==> config.mk <==
export PLATFORM = sky130hd
export DESIGN_NAME = conv_sweep_ctrl
export DESIGN_NICKNAME = d
export VERILOG_FILES = /design/src/rtl/conv_sweep_pkg.sv /design/src/rtl/conv_win_counter.sv /design/src/rtl/conv_sweep_ctrl.sv
export SDC_FILE = /design/constraint.sdc
export NUM_CORES = 1
export LEC_CHECK = 0
export ABC_AREA = 1
export CORE_MARGIN = 3
export CORE_UTILIZATION = 43
export CTS_CLUSTER_DIAMETER = 50
export DETAILED_ROUTE_END_ITERATION = 10
export PLACE_DENSITY = 0.69
export SKIP_LAST_GASP = 1
export SYNTH_ARGS = -nofsm -noshare
export SYNTH_HDL_FRONTEND = slang
export SYNTH_SLANG_ARGS = --single-unit
==> constraint.sdc <==
create_clock -name clk -period 5.1 [get_ports clk]
set_input_delay 0.765 -clock clk [delete_from_list [all_inputs] [get_ports clk]]
set_output_delay 0.765 -clock clk [all_outputs]
set_load 0.03 [all_outputs]
==> src/rtl/conv_sweep_pkg.sv <==
// Shared definitions for the 3x3 convolution sweep controller: FSM states,
// kernel/image geometry constants and stride normalisation.
package conv_sweep_pkg;

  localparam int K_EDGE     = 3;
  localparam int IMG_MAX_PX = 32;
  localparam int TAPS       = 9;
  // Wide enough that base + stride + kernel edge never wraps.
  localparam int IDX_W      = 7;

  typedef enum logic [2:0] {
    IDLE,
    LOAD,
    MAC,
    EMIT,
    ADV,
    FIN
  } state_e;

  function automatic logic [2:0] eff_stride(input logic [2:0] s);
    return (s == 3'd0) ? 3'd1 : s;
  endfunction

endpackage

==> src/rtl/conv_win_counter.sv <==
// Nested window position counter: column inside row inside layer. Tracks both
// the output-grid index and the pixel base (index * stride) of each window.
module conv_win_counter
  import conv_sweep_pkg::*;
#(
  parameter int PIX_W = 5
) (
  input  logic             clk,
  input  logic             rst_n,
  input  logic             clear_i,
  input  logic             step_i,
  input  logic [5:0]       img_h_i,
  input  logic [5:0]       img_w_i,
  input  logic [5:0]       layers_i,
  input  logic [2:0]       sx_i,
  input  logic [2:0]       sy_i,
  output logic [IDX_W-1:0] row_base_o,
  output logic [IDX_W-1:0] col_base_o,
  output logic [PIX_W-1:0] out_row_o,
  output logic [PIX_W-1:0] out_col_o,
  output logic [5:0]       layer_o,
  output logic             col_last_o,
  output logic             row_last_o,
  output logic             layer_last_o
);

  logic [IDX_W-1:0] row_base_q, row_base_d;
  logic [IDX_W-1:0] col_base_q, col_base_d;
  logic [PIX_W-1:0] out_row_q, out_row_d;
  logic [PIX_W-1:0] out_col_q, out_col_d;
  logic [5:0]       layer_q, layer_d;

  // A window is the last of its row/column when the next one would overhang the image.
  assign col_last_o   = (col_base_q + IDX_W'(sx_i) + IDX_W'(K_EDGE)) > IDX_W'(img_w_i);
  assign row_last_o   = (row_base_q + IDX_W'(sy_i) + IDX_W'(K_EDGE)) > IDX_W'(img_h_i);
  assign layer_last_o = (IDX_W'(layer_q) + IDX_W'(1)) == IDX_W'(layers_i);

  always_comb begin
    row_base_d = row_base_q;
    col_base_d = col_base_q;
    out_row_d  = out_row_q;
    out_col_d  = out_col_q;
    layer_d    = layer_q;
    if (clear_i) begin
      row_base_d = '0;
      col_base_d = '0;
      out_row_d  = '0;
      out_col_d  = '0;
      layer_d    = '0;
    end else if (step_i) begin
      if (!col_last_o) begin
        col_base_d = col_base_q + IDX_W'(sx_i);
        out_col_d  = out_col_q + PIX_W'(1);
      end else begin
        col_base_d = '0;
        out_col_d  = '0;
        if (!row_last_o) begin
          row_base_d = row_base_q + IDX_W'(sy_i);
          out_row_d  = out_row_q + PIX_W'(1);
        end else begin
          row_base_d = '0;
          out_row_d  = '0;
          layer_d    = layer_q + 6'd1;
        end
      end
    end
  end

  always_ff @(posedge clk or negedge rst_n) begin
    if (!rst_n) begin
      row_base_q <= '0;
      col_base_q <= '0;
      out_row_q  <= '0;
      out_col_q  <= '0;
      layer_q    <= '0;
    end else begin
      row_base_q <= row_base_d;
      col_base_q <= col_base_d;
      out_row_q  <= out_row_d;
      out_col_q  <= out_col_d;
      layer_q    <= layer_d;
    end
  end

  assign row_base_o = row_base_q;
  assign col_base_o = col_base_q;
  assign out_row_o  = out_row_q;
  assign out_col_o  = out_col_q;
  assign layer_o    = layer_q;

endmodule

==> src/rtl/conv_sweep_ctrl.sv <==
// Convolution sweep controller: walks a 3x3 kernel over every output window of
// every layer, sequencing MAC clear/enable and a valid/ready result handshake.
module conv_sweep_ctrl
  import conv_sweep_pkg::*;
#(
  parameter int IMG_MAX = IMG_MAX_PX,
  parameter int K       = K_EDGE,
  localparam int PIX_W  = $clog2(IMG_MAX)
) (
  input  logic             clk,
  input  logic             rst_n,
  input  logic             start,
  input  logic [5:0]       img_h,
  input  logic [5:0]       img_w,
  input  logic [2:0]       stride_x,
  input  logic [2:0]       stride_y,
  input  logic [5:0]       num_of_conv_layers,
  input  logic             relu,
  input  logic             out_ready,
  output logic             busy,
  output logic [5:0]       layer_idx,
  output logic [PIX_W-1:0] pix_row,
  output logic [PIX_W-1:0] pix_col,
  output logic [1:0]       k_row,
  output logic [1:0]       k_col,
  output logic             mac_clr,
  output logic             mac_en,
  output logic             acc_valid,
  output logic [PIX_W-1:0] out_row,
  output logic [PIX_W-1:0] out_col,
  output logic             relu_en,
  output logic             done,
  output logic             cfg_err
);

  state_e state_q, state_d;

  logic [5:0] img_h_q, img_h_d;
  logic [5:0] img_w_q, img_w_d;
  logic [5:0] layers_q, layers_d;
  logic [2:0] sx_q, sx_d;
  logic [2:0] sy_q, sy_d;
  logic       relu_q, relu_d;
  logic       cfg_err_q, cfg_err_d;
  logic [1:0] k_row_q, k_row_d;
  logic [1:0] k_col_q, k_col_d;
  logic [3:0] tap_q, tap_d;

  logic             win_clear, win_step;
  logic [IDX_W-1:0] row_base, col_base;
  logic             col_last, row_last, layer_last;
  logic             cfg_bad;

  conv_win_counter #(.PIX_W(PIX_W)) u_win (
    .clk         (clk),
    .rst_n       (rst_n),
    .clear_i     (win_clear),
    .step_i      (win_step),
    .img_h_i     (img_h_q),
    .img_w_i     (img_w_q),
    .layers_i    (layers_q),
    .sx_i        (sx_q),
    .sy_i        (sy_q),
    .row_base_o  (row_base),
    .col_base_o  (col_base),
    .out_row_o   (out_row),
    .out_col_o   (out_col),
    .layer_o     (layer_idx),
    .col_last_o  (col_last),
    .row_last_o  (row_last),
    .layer_last_o(layer_last)
  );

  assign cfg_bad = (img_h_q < 6'd3) || (img_w_q < 6'd3) || (layers_q == 6'd0);

  always_comb begin
    // NOTE: every signal gets a default first, so no branch can infer a latch.
    state_d   = state_q;
    img_h_d   = img_h_q;
    img_w_d   = img_w_q;
    layers_d  = layers_q;
    sx_d      = sx_q;
    sy_d      = sy_q;
    relu_d    = relu_q;
    cfg_err_d = cfg_err_q;
    k_row_d   = k_row_q;
    k_col_d   = k_col_q;
    tap_d     = tap_q;
    win_clear = 1'b0;
    win_step  = 1'b0;
    busy      = (state_q != IDLE);
    mac_clr   = 1'b0;
    mac_en    = 1'b0;
    acc_valid = 1'b0;
    done      = 1'b0;

    unique case (state_q)
      IDLE: begin
        if (start) begin
          img_h_d   = img_h;
          img_w_d   = img_w;
          layers_d  = num_of_conv_layers;
          sx_d      = eff_stride(stride_x);
          sy_d      = eff_stride(stride_y);
          relu_d    = relu;
          cfg_err_d = 1'b0;
          win_clear = 1'b1;
          state_d   = LOAD;
        end
      end
      LOAD: begin
        mac_clr = 1'b1;
        k_row_d = '0;
        k_col_d = '0;
        tap_d   = '0;
        if (cfg_bad) begin
          cfg_err_d = 1'b1;
          state_d   = FIN;
        end else begin
          state_d = MAC;
        end
      end
      MAC: begin
        mac_en = 1'b1;
        if (tap_q == 4'(TAPS - 1)) begin
          k_row_d = '0;
          k_col_d = '0;
          tap_d   = '0;
          state_d = EMIT;
        end else begin
          tap_d = tap_q + 4'd1;
          if (k_col_q == 2'(K - 1)) begin
            k_col_d = '0;
            k_row_d = k_row_q + 2'd1;
          end else begin
            k_col_d = k_col_q + 2'd1;
          end
        end
      end
      EMIT: begin
        acc_valid = 1'b1;
        if (out_ready) state_d = ADV;
      end
      ADV: begin
        win_step = 1'b1;
        state_d  = (col_last && row_last && layer_last) ? FIN : LOAD;
      end
      FIN: begin
        done    = 1'b1;
        state_d = IDLE;
      end
      default: state_d = IDLE;
    endcase
  end

  always_ff @(posedge clk or negedge rst_n) begin
    if (!rst_n) begin
      state_q   <= IDLE;
      img_h_q   <= '0;
      img_w_q   <= '0;
      layers_q  <= '0;
      sx_q      <= '0;
      sy_q      <= '0;
      relu_q    <= 1'b0;
      cfg_err_q <= 1'b0;
      k_row_q   <= '0;
      k_col_q   <= '0;
      tap_q     <= '0;
    end else begin
      // NOTE: non-blocking so every register samples pre-edge values.
      state_q   <= state_d;
      img_h_q   <= img_h_d;
      img_w_q   <= img_w_d;
      layers_q  <= layers_d;
      sx_q      <= sx_d;
      sy_q      <= sy_d;
      relu_q    <= relu_d;
      cfg_err_q <= cfg_err_d;
      k_row_q   <= k_row_d;
      k_col_q   <= k_col_d;
      tap_q     <= tap_d;
    end
  end

  assign k_row   = k_row_q;
  assign k_col   = k_col_q;
  assign cfg_err = cfg_err_q;
  assign relu_en = busy & relu_q;
  assign pix_row = PIX_W'(row_base + IDX_W'(k_row_q));
  assign pix_col = PIX_W'(col_base + IDX_W'(k_col_q));

endmodule

==> reports/qor.txt, run 1 <==
clock buffer depth = 2
min cycle time layout = 3.33 ns
drt drc = 0
Total Wirelength = 10100 um
clock latency on the worst-skew pair = 0.34 ns
Clock transition at path regs = 0.08 ns
post-CTS setup buffers = 0
status = completed
Num CTS Buffers = 9
layout cells sized above 1 = 7.97%
# setup viols final = 0
Final Cell Area = 5280 um^2
Slew HR = 46.3%
Mapped Area = 4350 um^2
final worst-path cycle share = 65.3%
most frequent cells in the layout = nand2_1 (137), inv_1 (75), dfrtp_1 (67)
DRT iter0 DRCs = 133
DIE WIDTH = 107 um
post-route insts no fill = 748
CTS tree = done
post-cts sizing count = 0
maximum clock frequency = 300 MHz
worst r2r dst = u_win.row_base_o[5]
clk_skew = 0.00858 ns
sequential element share of the synthesized area = 38.5%
GRT Util Overall = 18.6%
Ys Warns = 0
Leakage = 2.58 nW
Antenna Nets Post-Route = 0
RSZ-0062 raised after global routing = false
critical path class = reg -> out
Psw = 2.11 mW
startpoint types = register
asr flop ratio synth = 100%
Cell variety after synth = 38
placed inst area = 5100 um^2
Die ar. = 11400 um^2
Power Density = 774 nW/um^2
post-synthesis net count = 607
Worst EP arrival = 2.56 ns
EDFF count, synth = 0
Final Max Slew Viols = 0
measured slew at the worst slew-check pin = 0.805 ns
placed insts = 732
reg-to-reg setup timing slack = 1.81 ns
area of the multi-input gates = 2290 um^2
Comb pwr share = 66.2%
Cell Chain, Critical Path = ha_1 -> inv_1 -> fa_1 -> nor3_1 -> xor2_1 -> clkdlybuf4s50_1
Detail Placement HPWL = 7780 um
most common cell after layout, fill and taps aside = nand2_1
hold-fix buffers at CTS = 0
Int Power = 1.98 mW
Wirelength per Cell = 13.5 um
antenna violations before repair = 0
WP data required = 4.34 ns
Seq cells post-synth = 67
worst hold path type = in -> async
post-route setup TNS = 0 ns
CORE AREA = 9820 um^2
vias in the first global route = 3748
Synth Instances = 545
Die Ht = 107 um
Vias = 3759
Starting Density = 44.3%
Synth Flop Type = dfrtp_1
total gr overflow = 0
Max VDD drop = 0.000288 V
post-DR vias/cell = 5.03
Clk network pwr share = 10.0%
sequential share of power = 23.8%
first-pass GRT wire length = 17100 um
crit-path max cell delay = 0.69 ns
Switching Fraction = 51.6%
I/O pins = 66
Rows = 36
root buffer cell = clkbuf_8
Final Hold Viols = 0
DR pass1 iterations = 4
Worst Path Max Fanout = 6
Area growth syn-to-layout = 21.3%
clk sinks = 67
fin nets = 672
gpl congestion = 0.856
Ant. Diodes = 0
Setup crit end kind = output pin
FF/Latch Area = 1680 um^2
Max H-tree Level = 3
max_cap viols = 0
port bufs = 65
largest net degree at the start of global routing = 64
worst r2r src = u_win.col_base_o[0]
syn avg cell area = 7.98 um^2
Crit-path slowest cell = clkdlybuf4s50_1
R2R cell count = 16
Fillers = 960
synth_stat cells, types with 5 or more instances:
master,count,area (um^2)
a21oi_1,18,90.1
buf_2,6,30.0
dfrtp_1,67,1680
ha_1,29,363
inv_1,75,282
inv_2,7,26.3
nand2_1,137,514
nand2_2,5,31.3
nand3_1,44,220
nand3_2,5,50.1
nand4_1,14,87.6
nor2_1,24,90.1
nor3_1,11,55.1
o21ai_0,29,145
o22ai_1,6,37.5
xnor2_1,7,61.3
xor2_1,21,184
layout make-up:
| type | count | share of cell area (%) |
|---|---|---|
| clock inverters | 5 | 0.711 |
| repair buffers | 67 | 12.5 |
| clock buffers | 11 | 2.68 |
| inverters | 82 | 5.83 |
| multi-input cells | 383 | 43.4 |
| well taps | 133 | 3.15 |
| flip-flops and latches | 67 | 31.8 |
worst max-delay path by stage:
stage | start | cells past startpoint | slack [ns] | end
after global routing | u_win.col_base_o[0] | 16 | 1.49 | u_win.row_base_o[6]
final | k_col[0] | 6 | 1.77 | pix_col[4]
after detailed placement | u_win.col_base_o[0] | 15 | 1.86 | u_win.row_base_o[6]
after CTS | k_col[0] | 6 | 1.74 | pix_col[4]
after floorplan | u_win.col_base_o[0] | 18 | 2.09 | u_win.row_base_o[5]
after global placement | u_win.col_base_o[0] | 16 | 1.90 | u_win.row_base_o[0]
through the flow:
step / utilization, % / worst slack (ns) / power [mW] / hold WS (ns)
6_report: 53.8 / 1.77 / 4.08 / 0.214
2_1_floorplan: - / 2.09 / 2.94 / 0.448
3_5_place_dp: 51.9 / 1.86 / 3.69 / 0.483
5_1_grt: 53.8 / 1.49 / 4.49 / 0.214
4_1_cts: 53.8 / 1.74 / 4.11 / 0.209
3_3_place_gp: 51.9 / 1.90 / 3.59 / 0.481
state kept, by name, indices dropped and copies added (netlist names):
name	flops
relu_q	1
sx_q	3
k_col	2
cfg_err	1
u_win.col_base_o	7
tap_q	4
u_win.layer_o	6
k_row	2
sy_q	3
u_win.row_base_o	7
img_h_q	6
state_q	3
layers_q	6
u_win.out_col_o	5
img_w_q	6
u_win.out_row_o	5
power groups by stage:
stage / combinational, mW / clock (mW) / sequential, mW
after global routing: 3.05 / 0.438 / 1.00
after CTS: 2.72 / 0.413 / 0.973
after global placement: 2.62 / 0 / 0.972
final: 2.70 / 0.407 / 0.973
after detailed placement: 2.71 / 0 / 0.979
after floorplan: 1.91 / 0 / 1.03
routing by layer:
metal,GRT usage [%],share of wire (%),wire length [um],up-vias
li1,-,-,-,1895
met1,25.8,47,4800,1771
met4,6.48,1.8,178,0
met3,3.19,4.4,447,17
met5,0,0,0,-
met2,29.5,46,4700,76
kinds of logic after synthesis:
group / count (synthesis) / share of synthesized area, %
buffers and inverters: 95 / 8.88
DFF: 67 / 38.5
and+or+nand+nor: 261 / 28.8
AOI/OAI and AO/OA: 60 / 7.36
adders and majority gates: 33 / 10.2
xor gates and xnor gates: 29 / 6.27
critical path, delay by kind of cell (launching register included):
kind | cells | cell delay (ns)
adder cells (fa/ha/maj) | 2 | 0.60
AND/OR/NAND/NOR | 1 | 0.24
buffers and inverters | 2 | 0.74
XOR/XNOR | 1 | 0.18
flip-flops | 1 | 0.45
(Power assumes the default switching activity.)
==> run 2, diff against run 1 <==
clock period = 3.1 ns   (was 5.1 ns; I/O delays follow)
==> reports/qor.txt, run 2 (synthesis results as in run 1) <==
status = finished with violations (was completed)
failing checks = negative setup slack
max_cap viols = 0 (unchanged)
layout cells sized above 1 = 19.7% (was 7.97%)
CTS tree = done (unchanged)
most frequent cells in the layout = nand2_1 (127), inv_1 (72), dfrtp_1 (67) (was nand2_1 (137), inv_1 (75), dfrtp_1 (67))
CORE AREA = 9820 um^2 (unchanged)
antenna violations before repair = 0 (unchanged)
critical path class = reg -> reg (was reg -> out)
gpl congestion = 0.862 (was 0.856)
fin nets = 704 (was 672)
Final Hold Viols = 0 (unchanged)
DRT iter0 DRCs = 201 (was 133)
root buffer cell = clkbuf_8 (unchanged)
RSZ-0062 raised after global routing = true (was false)
Num CTS Buffers = 9 (unchanged)
# setup viols final = 10 (was 0)
Max H-tree Level = 3 (unchanged)
startpoint types = register (unchanged)
min cycle time layout = 3.12 ns
Fillers = 867 (was 960)
worst hold path type = in -> async (unchanged)
Layout Utilization = 60.0% (was 53.8%)
port bufs = 65 (unchanged)
clk sinks = 67 (unchanged)
I/O pins = 66 (unchanged)
first-pass GRT wire length = 17900 um (was 17100 um)
Area growth syn-to-layout = 35.3% (was 21.3%)
Worst EP arrival = 3.36 ns (was 2.56 ns)
Die Ht = 107 um (unchanged)
placed insts = 755 (was 732)
Setup WS post-layout = -0.0227 ns (was 1.77 ns)
final worst-path cycle share = 101%
clock latency on the worst-skew pair = 0.36 ns (was 0.34 ns)
measured slew at the worst slew-check pin = 0.785 ns (was 0.805 ns)
clk_skew = 0.0111 ns (was 0.00858 ns)
Starting Density = 44.3% (unchanged)
total gr overflow = 0 (unchanged)
Total Wirelength = 11100 um (was 10100 um)
most common cell after layout, fill and taps aside = nand2_1 (unchanged)
placed inst area = 5270 um^2 (was 5100 um^2)
Final Max Slew Viols = 0 (unchanged)
worst hold slack = 0.0978 ns (was 0.214 ns)
vias in the first global route = 3830 (was 3748)
Wirelength per Cell = 14.3 um (was 13.5 um)
hold-fix buffers at CTS = 0 (unchanged)
DR pass1 iterations = 6 (was 4)
Clock transition at path regs = 0.08 ns (about the same)
Slew HR = 47.5% (was 46.3%)
Ant. Diodes = 0 (unchanged)
Die ar. = 11400 um^2 (unchanged)
Antenna Nets Post-Route = 0 (unchanged)
GRT Util Overall = 19.7% (was 18.6%)
Detail Placement HPWL = 7920 um (was 7780 um)
Setup crit end kind = register (was output pin)
post-DR vias/cell = 5.14 (was 5.03)
clock buffer depth = 2 (unchanged)
Worst Path Max Fanout = 9 (was 6)
Vias = 4003 (was 3759)
Rows = 36 (unchanged)
largest net degree at the start of global routing = 44 (was 64)
Final Cell Area = 5890 um^2 (was 5280 um^2)
post-route insts no fill = 779 (was 748)
WP data required = 3.34 ns (was 4.34 ns)
DIE WIDTH = 107 um (unchanged)
drt drc = 0 (unchanged)
maximum clock frequency = 320 MHz
-- run 2: cell types whose count changed in the layout (fill, tap and decap cells not counted), moves of 4 or more --
cell / delta
o21ai_2: +4
nand2_1: -10
buf_4: +27
nand2_8: +4
ha_1: -6
nand3_2: +9
nand2_2: +7
nand3_1: -12
o21ai_0: -5
-- run 2: final cells by class --
cell class | count | area, um^2 | share of cell area (%)
Clock buffer | 10 | 138 | 2.34
Clock inverter | 5 | 77.6 | 1.32
Inverter | 82 | 310 | 5.27
Multi-Input combinational cell | 386 | 2630 | 44.7
Sequential cell | 67 | 1680 | 28.5
Tap cell | 133 | 166 | 2.83
Timing Repair Buffer | 96 | 891 | 15.1
-- run 2: repair_timing --
| action | CTS | global route |
|---|---|---|
| pin swaps | 5 | 21 |
| buffers inserted | 0 | 6 |
| gates cloned | 2 | 1 |
| setup endpoints to repair | 25 | 33 |
| gates resized for setup | 14 | 61 |
-- run 2: path summary, 6_finish.rpt --
kind | start | endpoint | slack (ns) | cells after the start
max reg2reg | sx_q[0] | u_win.out_row_o[2] | -0.02 | 17
min | rst_n | sx_q[0] | 0.1 | 1
min in group clk | sy_q[2] | sy_q[2] | 0.50 | 2
min reg2reg | sy_q[2] | sy_q[2] | 0.50 | 2
max | sx_q[0] | u_win.out_row_o[2] | -0.02 | 17
max in group asynchronous | rst_n | u_win.out_col_o[4] | 2.22 | 2
-- run 2: stage by stage --
stage	setup WS, ns	TNS, ns
floorplan	0.0925	0
global placement	-0.0362	-0.222
detailed placement	-0.0593	-0.749
CTS	-0.0276	-0.105
global route	-0.190	-4.04
finish	-0.0227	-0.119
-- run 2: worst max-delay path, stage by stage, from the launching register on --
cell and delay, ns:
dfrtp_1 0.39, ha_2 0.21, fa_2 0.55, inv_4 0.05, ha_4 0.17, xnor2_1 0.19
inv_1 0.07, ha_1 0.32, a21oi_1 0.18, o21ai_0 0.12, nand2_2 0.07, nand3_2 0.07
nand2_4 0.12, nand3_4 0.11, nand2_8 0.13, nand2_8 0.10, nand2_2 0.10, nand2_1 0.05
-- run 2: layer usage --
layer	vias up	share of wire [%]	track usage [%]
li1	1975	-	-
met1	1902	45	26.1
met2	111	48	32.1
met3	15	5.4	4.46
met4	0	1.4	5.94
met5	-	0	0
Power of run 2 is left out: the tool's default activity adds up to more than one toggle a clock period on the data nets, which glitch-free logic cannot reach.
